`config.mk`:
```
export PLATFORM = sky130hd
export DESIGN_NAME = otp_prog_sequencer
export DESIGN_NICKNAME = d
export VERILOG_FILES = /design/src/rtl/otp_pkg.sv /design/src/rtl/otp_cycle_timer.sv /design/src/rtl/otp_prog_sequencer.sv
export SDC_FILE = /design/constraint.sdc
export NUM_CORES = 1
export LEC_CHECK = 0
export CORE_MARGIN = 2
export CORE_UTILIZATION = 55
export DETAILED_ROUTE_END_ITERATION = 8
export DONT_BUFFER_PORTS = 1
export HOLD_SLACK_MARGIN = 0.02
export MAX_ROUTING_LAYER = met4
export PLACE_DENSITY = 0.76
export SLEW_MARGIN = 20
export SYNTH_ARGS = -nofsm -noshare
export SYNTH_HDL_FRONTEND = slang
export SYNTH_SLANG_ARGS = --single-unit
```
`constraint.sdc`:
```
create_clock -name clk -period 2.7 [get_ports clk]
set_clock_uncertainty 0.15 [all_clocks]
set_input_delay 0 -clock clk [delete_from_list [all_inputs] [get_ports clk]]
set_output_delay 0 -clock clk [all_outputs]
set_load 0.05 [all_outputs]
```
`src/rtl/otp_pkg.sv`:
```
`default_nettype none
// ============================================================================
// Module   : otp_pkg
// Brief    : FSM mode encodings, verify flags and sequencer state type.
// Revision : 1.0 - initial release
// ============================================================================
package otp_pkg;

  localparam logic [1:0] MODE_READING = 2'b00;
  localparam logic [1:0] MODE_WRITING = 2'b01;
  localparam logic [1:0] MODE_IDLE    = 2'b10;

  localparam logic WRITING_SUCCESSFUL     = 1'b1;
  localparam logic WRITING_NOT_SUCCESSFUL = 1'b0;

  typedef enum logic [2:0] {
    IDLE          = 3'd0,
    ISSUE_WR      = 3'd1,
    WAIT_WR       = 3'd2,
    ISSUE_RD      = 3'd3,
    WAIT_RD_START = 3'd4,
    WAIT_RD_END   = 3'd5,
    CHECK         = 3'd6,
    RESPOND       = 3'd7
  } seq_state_t;

  // Pulse counter stops at 7 rather than wrapping.
  function automatic logic [2:0] sat_inc3(input logic [2:0] v);
    return (v == 3'd7) ? v : v + 3'd1;
  endfunction

endpackage
`default_nettype wire

```
`src/rtl/otp_cycle_timer.sv`:
```
`default_nettype none
// ============================================================================
// Module   : otp_cycle_timer
// Brief    : Loadable down-counter; expired while the count sits at zero.
// Revision : 1.0 - initial release
// ============================================================================
module otp_cycle_timer #(
  parameter int WIDTH = 6
) (
  input  logic             clk,
  input  logic             reset,
  input  logic             load,
  input  logic [WIDTH-1:0] load_value,
  output logic             expired
);

  logic [WIDTH-1:0] r_count;

  always_ff @(posedge clk or negedge reset) begin
    if (!reset) begin
      r_count <= '0;
    end else if (load) begin
      r_count <= load_value;
    end else if (r_count != '0) begin
      r_count <= r_count - 1'b1;
    end
  end

  assign expired = (r_count == '0);

endmodule
`default_nettype wire

```
`src/rtl/otp_prog_sequencer.sv`:
```
`default_nettype none
// ============================================================================
// Module   : otp_prog_sequencer
// Brief    : Read/program command sequencer with read-back verify in front
//            of the OTP array FSM. Define OTP_SEQ_RETRY_EN for masked retries.
// Revision : 1.0 - initial release
// ============================================================================
module otp_prog_sequencer
  import otp_pkg::*;
#(
  parameter int A            = 5,
  parameter int B            = 5,
  parameter int ADDR_WIDTH   = $clog2(B),
  parameter int WRITE_WAIT   = 16,
  parameter int READ_TIMEOUT = 32,
  parameter int MAX_RETRY    = 3
) (
  input  logic                  clk,
  input  logic                  reset,
  input  logic                  cmd_valid,
  output logic                  cmd_ready,
  input  logic                  cmd_write,
  input  logic [ADDR_WIDTH-1:0] cmd_column,
  input  logic [A-1:0]          cmd_data,
  output logic                  rsp_valid,
  input  logic                  rsp_ready,
  output logic [A-1:0]          rsp_data,
  output logic                  rsp_ok,
  output logic [2:0]            rsp_attempts,
  output logic [1:0]            mode,
  output logic [ADDR_WIDTH-1:0] column,
  output logic [A-1:0]          data_in,
  output logic                  writing_successful,
  input  logic                  fsm_read_active,
  input  logic [A-1:0]          fsm_data_out
);

  localparam int c_timer_max = (WRITE_WAIT > READ_TIMEOUT) ? WRITE_WAIT : READ_TIMEOUT;
  localparam int c_timer_w   = $clog2(c_timer_max + 1);
  localparam logic [c_timer_w-1:0]  c_write_wait   = c_timer_w'(WRITE_WAIT);
  localparam logic [c_timer_w-1:0]  c_read_timeout = c_timer_w'(READ_TIMEOUT);
  localparam logic [ADDR_WIDTH:0]   c_cols         = (ADDR_WIDTH + 1)'(B);

`ifdef OTP_SEQ_RETRY_EN
  localparam int c_max_attempts = (MAX_RETRY + 1 > 7) ? 7 : MAX_RETRY + 1;
`else
  // Single pulse per write; the retry budget has no effect in this build.
  localparam int c_max_attempts = (MAX_RETRY >= 0) ? 1 : 1;
`endif

  seq_state_t            r_state;
  logic                  r_wr;
  logic [A-1:0]          r_data;
  logic                  r_cmd_ready;
  logic                  r_rsp_valid;
  logic [A-1:0]          r_rsp_data;
  logic                  r_rsp_ok;
  logic [2:0]            r_rsp_attempts;
  logic [1:0]            r_mode;
  logic [ADDR_WIDTH-1:0] r_column;
  logic [A-1:0]          r_data_in;
  logic                  r_writing_successful;

  logic                  w_timer_load;
  logic [c_timer_w-1:0]  w_timer_value;
  logic                  w_timer_expired;
  logic                  w_pass;
  logic                  w_retry_left;

  assign w_timer_load  = (r_state == ISSUE_WR) || (r_state == ISSUE_RD) ||
                         ((r_state == WAIT_RD_START) && fsm_read_active);
  assign w_timer_value = (r_state == ISSUE_WR) ? c_write_wait : c_read_timeout;
  assign w_pass        = ((r_rsp_data & r_data) == r_data);
  assign w_retry_left  = (int'(r_rsp_attempts) < c_max_attempts);

  otp_cycle_timer #(
    .WIDTH (c_timer_w)
  ) u_timer (
    .clk        (clk),
    .reset      (reset),
    .load       (w_timer_load),
    .load_value (w_timer_value),
    .expired    (w_timer_expired)
  );

  always_ff @(posedge clk or negedge reset) begin
    if (!reset) begin
      r_state              <= IDLE;
      r_wr                 <= 1'b0;
      r_data               <= '0;
      r_cmd_ready          <= 1'b0;
      r_rsp_valid          <= 1'b0;
      r_rsp_data           <= '0;
      r_rsp_ok             <= 1'b0;
      r_rsp_attempts       <= 3'd0;
      r_mode               <= MODE_IDLE;
      r_column             <= '0;
      r_data_in            <= '0;
      r_writing_successful <= WRITING_SUCCESSFUL;
    end else begin
      case (r_state)
        IDLE: begin
          r_cmd_ready <= 1'b1;
          if (cmd_valid && r_cmd_ready) begin
            r_cmd_ready    <= 1'b0;
            r_rsp_data     <= '0;
            r_rsp_ok       <= 1'b0;
            r_rsp_attempts <= 3'd0;
            r_wr           <= cmd_write;
            r_data         <= cmd_data;
            if ({1'b0, cmd_column} >= c_cols) begin
              r_rsp_valid <= 1'b1;
              r_state     <= RESPOND;
            end else begin
              r_column <= cmd_column;
              if (cmd_write) begin
                r_data_in <= cmd_data;
                r_mode    <= MODE_WRITING;
                r_state   <= ISSUE_WR;
              end else begin
                r_mode  <= MODE_READING;
                r_state <= ISSUE_RD;
              end
            end
          end
        end
        ISSUE_WR: begin
          r_mode         <= MODE_IDLE;
          r_rsp_attempts <= sat_inc3(r_rsp_attempts);
          r_state        <= WAIT_WR;
        end
        WAIT_WR: begin
          if (w_timer_expired) begin
            r_mode  <= MODE_READING;
            r_state <= ISSUE_RD;
          end
        end
        ISSUE_RD: begin
          r_mode  <= MODE_IDLE;
          r_state <= WAIT_RD_START;
        end
        WAIT_RD_START: begin
          if (fsm_read_active) begin
            r_state <= WAIT_RD_END;
          end else if (w_timer_expired) begin
            r_rsp_ok    <= 1'b0;
            r_rsp_valid <= 1'b1;
            r_state     <= RESPOND;
          end
        end
        WAIT_RD_END: begin
          if (!fsm_read_active) begin
            r_rsp_data <= fsm_data_out;
            r_state    <= CHECK;
          end else if (w_timer_expired) begin
            r_rsp_ok    <= 1'b0;
            r_rsp_valid <= 1'b1;
            r_state     <= RESPOND;
          end
        end
        CHECK: begin
          if (!r_wr) begin
            r_rsp_ok    <= 1'b1;
            r_rsp_valid <= 1'b1;
            r_state     <= RESPOND;
          end else begin
            r_writing_successful <= w_pass ? WRITING_SUCCESSFUL : WRITING_NOT_SUCCESSFUL;
            if (w_pass) begin
              r_rsp_ok    <= 1'b1;
              r_rsp_valid <= 1'b1;
              r_state     <= RESPOND;
            end else if (w_retry_left) begin
              // Re-pulse only the cells that did not read back as programmed.
              r_data_in <= r_data & ~r_rsp_data;
              r_mode    <= MODE_WRITING;
              r_state   <= ISSUE_WR;
            end else begin
              r_rsp_ok    <= 1'b0;
              r_rsp_valid <= 1'b1;
              r_state     <= RESPOND;
            end
          end
        end
        RESPOND: begin
          if (rsp_ready) begin
            r_rsp_valid <= 1'b0;
            r_cmd_ready <= 1'b1;
            r_state     <= IDLE;
          end
        end
        default: begin
          r_mode  <= MODE_IDLE;
          r_state <= IDLE;
        end
      endcase
    end
  end

  assign cmd_ready          = r_cmd_ready;
  assign rsp_valid          = r_rsp_valid;
  assign rsp_data           = r_rsp_data;
  assign rsp_ok             = r_rsp_ok;
  assign rsp_attempts       = r_rsp_attempts;
  assign mode               = r_mode;
  assign column             = r_column;
  assign data_in            = r_data_in;
  assign writing_successful = r_writing_successful;

endmodule
`default_nettype wire

```
==> reports/metrics.sh <==
SETUP_VIOL_COUNT_FINAL=0
ANTENNA_FOUND_INITIAL=0
GP_ROUTABILITY_CONGESTION=0.9582
CELLPOWERDENSITY_nW_PER_UM2=1103
TOP_LEVEL_PORTS=41
TOTAL_GR_OVERFLOW=0
FLOORPLAN_DIE_WIDTH_UM=66.06
SYNTH_EDF_COUNT=0
DRT.ANTENNA.VIOLATING_NETS=0
SYNTHESIS.INSTANCES=225
WORSTHOLDPATHTYPE='in -> reg'
UNREPAIRED_SETUP_ENDPOINTS_AFTER_GLOBAL_ROUTING='no'
GRT_PASS1_WL_MM=8.183
SYNTH_FLOP_CELL='sky130_fd_sc_hd__dfrtp_1'
DRT-PASS1-ITER-COUNT=4
DRT_WL_TOTAL_MM=4.899
DIE-AREA_UM2=4364
POST_ROUTE_CELLS_DRIVE_ABOVE_1_SHARE_PCT=19.62
RUN_STATUS='complete, no violations'
VIA_COUNT_OF_THE_FIRST_GLOBAL_ROUTING_PASS=1707
FINAL_MIN_PERIOD_OVER_CLOCK_PERIOD_PCT=92.21
VIAS=1755
DRT-VIAS-PER-INSTANCE=5.698
PATH_MAX_FANOUT=20
ENDPOINT_KIND='register'
PATH_CLK_SLEW_NS=0.07
CHIPHEIGHT_UM=66.06
CLOCK_PATH_BUFFERS=2
REMAINING_DRC_ERRORS=0
GRT_START_MAX_NET_PINS=36
TIMING.FINAL.HOLD_VIOLATIONS=0
ARRIVAL_TIME_AT_THE_WORST_ENDPOINT_NS=2.51
POSTSYNTHNETCOUNT=247
START_UTIL_PCT=57.43
FINISH.UTILIZATION_PCT=70.79
CRITPATHKIND='reg -> reg'
SYNTH_LARGEST_TYPE_AREA_FRACTION_PCT=41.35
HOLD_SLACK_NS=0.03808
YOSYS-TOP-CELLS-AREA='sky130_fd_sc_hd__dfrtp_1 (41%), sky130_fd_sc_hd__nand2_1 (7.3%), sky130_fd_sc_hd__mux2_2 (5.3%)'
CTS_NUM_SINKS=37
FINALMAXSLEWVIOLATIONS=0
DRT-INITIAL-DRC-COUNT=143
SYNTH_MOST_COMMON_CELL='sky130_fd_sc_hd__nand2_1'
FP-ROW-COUNT=22
POST_SYNTH.CELL_AREA_AVG_UM2=9.415
FINAL_WORST_SETUP_SLACK_NS=0.2102
CTS-BUFFERS-INSERTED=5
NUMBER_OF_MAXIMUM_CAPACITANCE_VIOLATIONS=0
CLOCK-ROOT-BUFFER='sky130_fd_sc_hd__clkbuf_8'
GRTUSAGETOTAL_PCT=25.59
WORSTMARGINPINSLEW_NS=0.6879
PERIOD_NEEDED_NS=2.490
POST_CTS_RESIZED=0
PORT-BUFFER-COUNT=0
FINAL_NETS=281
WORST_SETUP_PATH_START_KIND='register'
SYNTH_TOP_AREA_CELL='sky130_fd_sc_hd__dfrtp_1'
CORE_REGION_AREA_UM2=3689
SYNTH_ASYNC_SR_FLOP_SHARE_PCT=100.0
YS.WARNINGS.COUNT=0
TRITONCTS='yes'
DP_HPWL_MM=3.305
MAXCLOCKFREQUENCY_GHz=0.4016
SYNTHESIS.AREA_UM2=2118
SLEW-LIMIT-HEADROOM_PCT=53.72
SYNTH.TOP_CELLS.BY_COUNT='sky130_fd_sc_hd__nand2_1 (41), sky130_fd_sc_hd__dfrtp_1 (35), sky130_fd_sc_hd__o21ai_0 (19)'
AREA_DELTA_SYNTH_FINAL_PCT=23.27
WORST-ENDPOINT-REQUIRED_NS=2.72
POWER.LEAKAGE_nW=1.158
IRDROPWORSTVDD_mV=0.8302
YS_FF_LATCH=37
SHARE_OF_THE_YOSYS_CHIP_AREA_BELONGING_TO_REGISTERS_PCT=43.83
SYNTH_CELL_TYPE_COUNT=57
CTS-HTREE-LEVELS=2
WIRE_PER_INST_UM=15.91
ANTENNADIODECOUNT=0
TOTALNEGATIVESETUPSLACK_NS=0
INSERTION_DELAY_NS=0.29
FILLER_CELL_COUNT=286
PRE_CTS_SLACK_NS=0.5108
## final timing paths
path	from	to	slack, ns	depth (start not counted)
max in group asynchronous	reset	u_timer.r_count[4]	2.10	3
worst max-delay path	r_state[2]	column[2]	0.21	5
worst max register to register	r_state[2]	column[2]	0.21	5
min in group asynchronous	reset	column[0]	0.10	3
worst min-delay path	cmd_valid	rsp_attempts[2]	0.04	3
worst min register to register	r_data[1]	r_data[1]	0.35	1
## state kept, by name, summed over array words and instances (netlist names)
register	cells
rsp_valid	1
mode	2
data_in	5
cmd_ready	1
r_data	5
rsp_attempts	3
writing_successful	1
rsp_data	5
rsp_ok	1
u_timer.r_count	6
r_wr	1
column	3
r_state	3
## where the power goes
| group | total (mW) | switching (mW) | internal (mW) |
|---|---|---|---|
| clock network | 0.500 | 0.200 | 0.300 |
| registers | 1.33 | 0.531 | 0.799 |
| logic | 1.05 | 0.583 | 0.468 |
| total | 2.88 | 1.31 | 1.57 |
## metal layers
metal  global-route usage [%]  vias up  routed length [um]
met5                        -        -                   0
met4                    6.888        0                  55
met3                    6.133        6                 321
met2                    39.02       55                2258
met1                    34.51      836                2264
li1                         -      858                   -
## final cells by class
cell class	instances	area, um^2	area share (%)
Clock buffer	6	82.58	3.162
Clock inverter	2	37.54	1.437
Inverter	13	48.80	1.869
Multi-Input combinational cell	165	1086	41.59
Sequential cell	37	928.4	35.55
Tap cell	48	60.06	2.300
Timing Repair Buffer	37	367.9	14.09
## logic make-up (layout without fill, tap and decap cells)
logic type	after synthesis	count (layout)	synth area share, %
xor+xnor	2	2	0.8271
flops	37	37	43.83
simple gates	91	91	21.85
mux	15	15	8.860
buf+inv	23	58	4.903
compound gates	54	54	17.96
fa+ha+maj	3	3	1.772
## cell usage in the layout (no fill, tap or decap), types with 2 or more instances in the layout
cell type	instances
sky130_fd_sc_hd__or3_1	2
sky130_fd_sc_hd__nand3_1	11
sky130_fd_sc_hd__dfstp_2	2
sky130_fd_sc_hd__clkbuf_8	6
sky130_fd_sc_hd__or2_2	2
sky130_fd_sc_hd__a21oi_1	8
sky130_fd_sc_hd__and2_1	2
sky130_fd_sc_hd__o21ai_0	19
sky130_fd_sc_hd__inv_1	13
sky130_fd_sc_hd__buf_12	2
sky130_fd_sc_hd__nor3_1	2
sky130_fd_sc_hd__nand2_1	41
sky130_fd_sc_hd__mux2_4	5
sky130_fd_sc_hd__mux2_2	10
sky130_fd_sc_hd__ha_1	3
sky130_fd_sc_hd__nand2_2	2
sky130_fd_sc_hd__o211ai_1	2
sky130_fd_sc_hd__nor2_1	9
sky130_fd_sc_hd__a211oi_1	2
sky130_fd_sc_hd__dlygate4sd3_1	26
sky130_fd_sc_hd__a221oi_1	2
sky130_fd_sc_hd__nor2b_1	5
sky130_fd_sc_hd__a31oi_1	4
sky130_fd_sc_hd__dfrtp_1	35
sky130_fd_sc_hd__a221o_1	2
sky130_fd_sc_hd__nand4_1	2
sky130_fd_sc_hd__buf_4	9
sky130_fd_sc_hd__nand2b_1	2
## through the flow
stage / std cells / total power [mW] / instance area [um^2]
after global placement: 272 / 2.277 / 2191
final: 308 / 2.881 / 2611
after floorplan: 225 / 2.081 / 2118
after CTS: 308 / 2.894 / 2611
after detailed placement: 272 / 2.317 / 2191
after global routing: 308 / 3.056 / 2611
## worst max-delay path, stage by stage (launching register included)
cell and delay [ns]:
sky130_fd_sc_hd__dfrtp_1 0.63, sky130_fd_sc_hd__nor3_4 0.40, sky130_fd_sc_hd__nand3_2 0.36, sky130_fd_sc_hd__nor2_1 0.20, sky130_fd_sc_hd__a21oi_1 0.06, sky130_fd_sc_hd__dlygate4sd3_1 0.57
## timing repair
action                    CTS  global route
hold buffers               28             0
hold endpoints to repair   64             0
setup buffers               0             0
No activity file was read; power rests on OpenSTA's default activity.
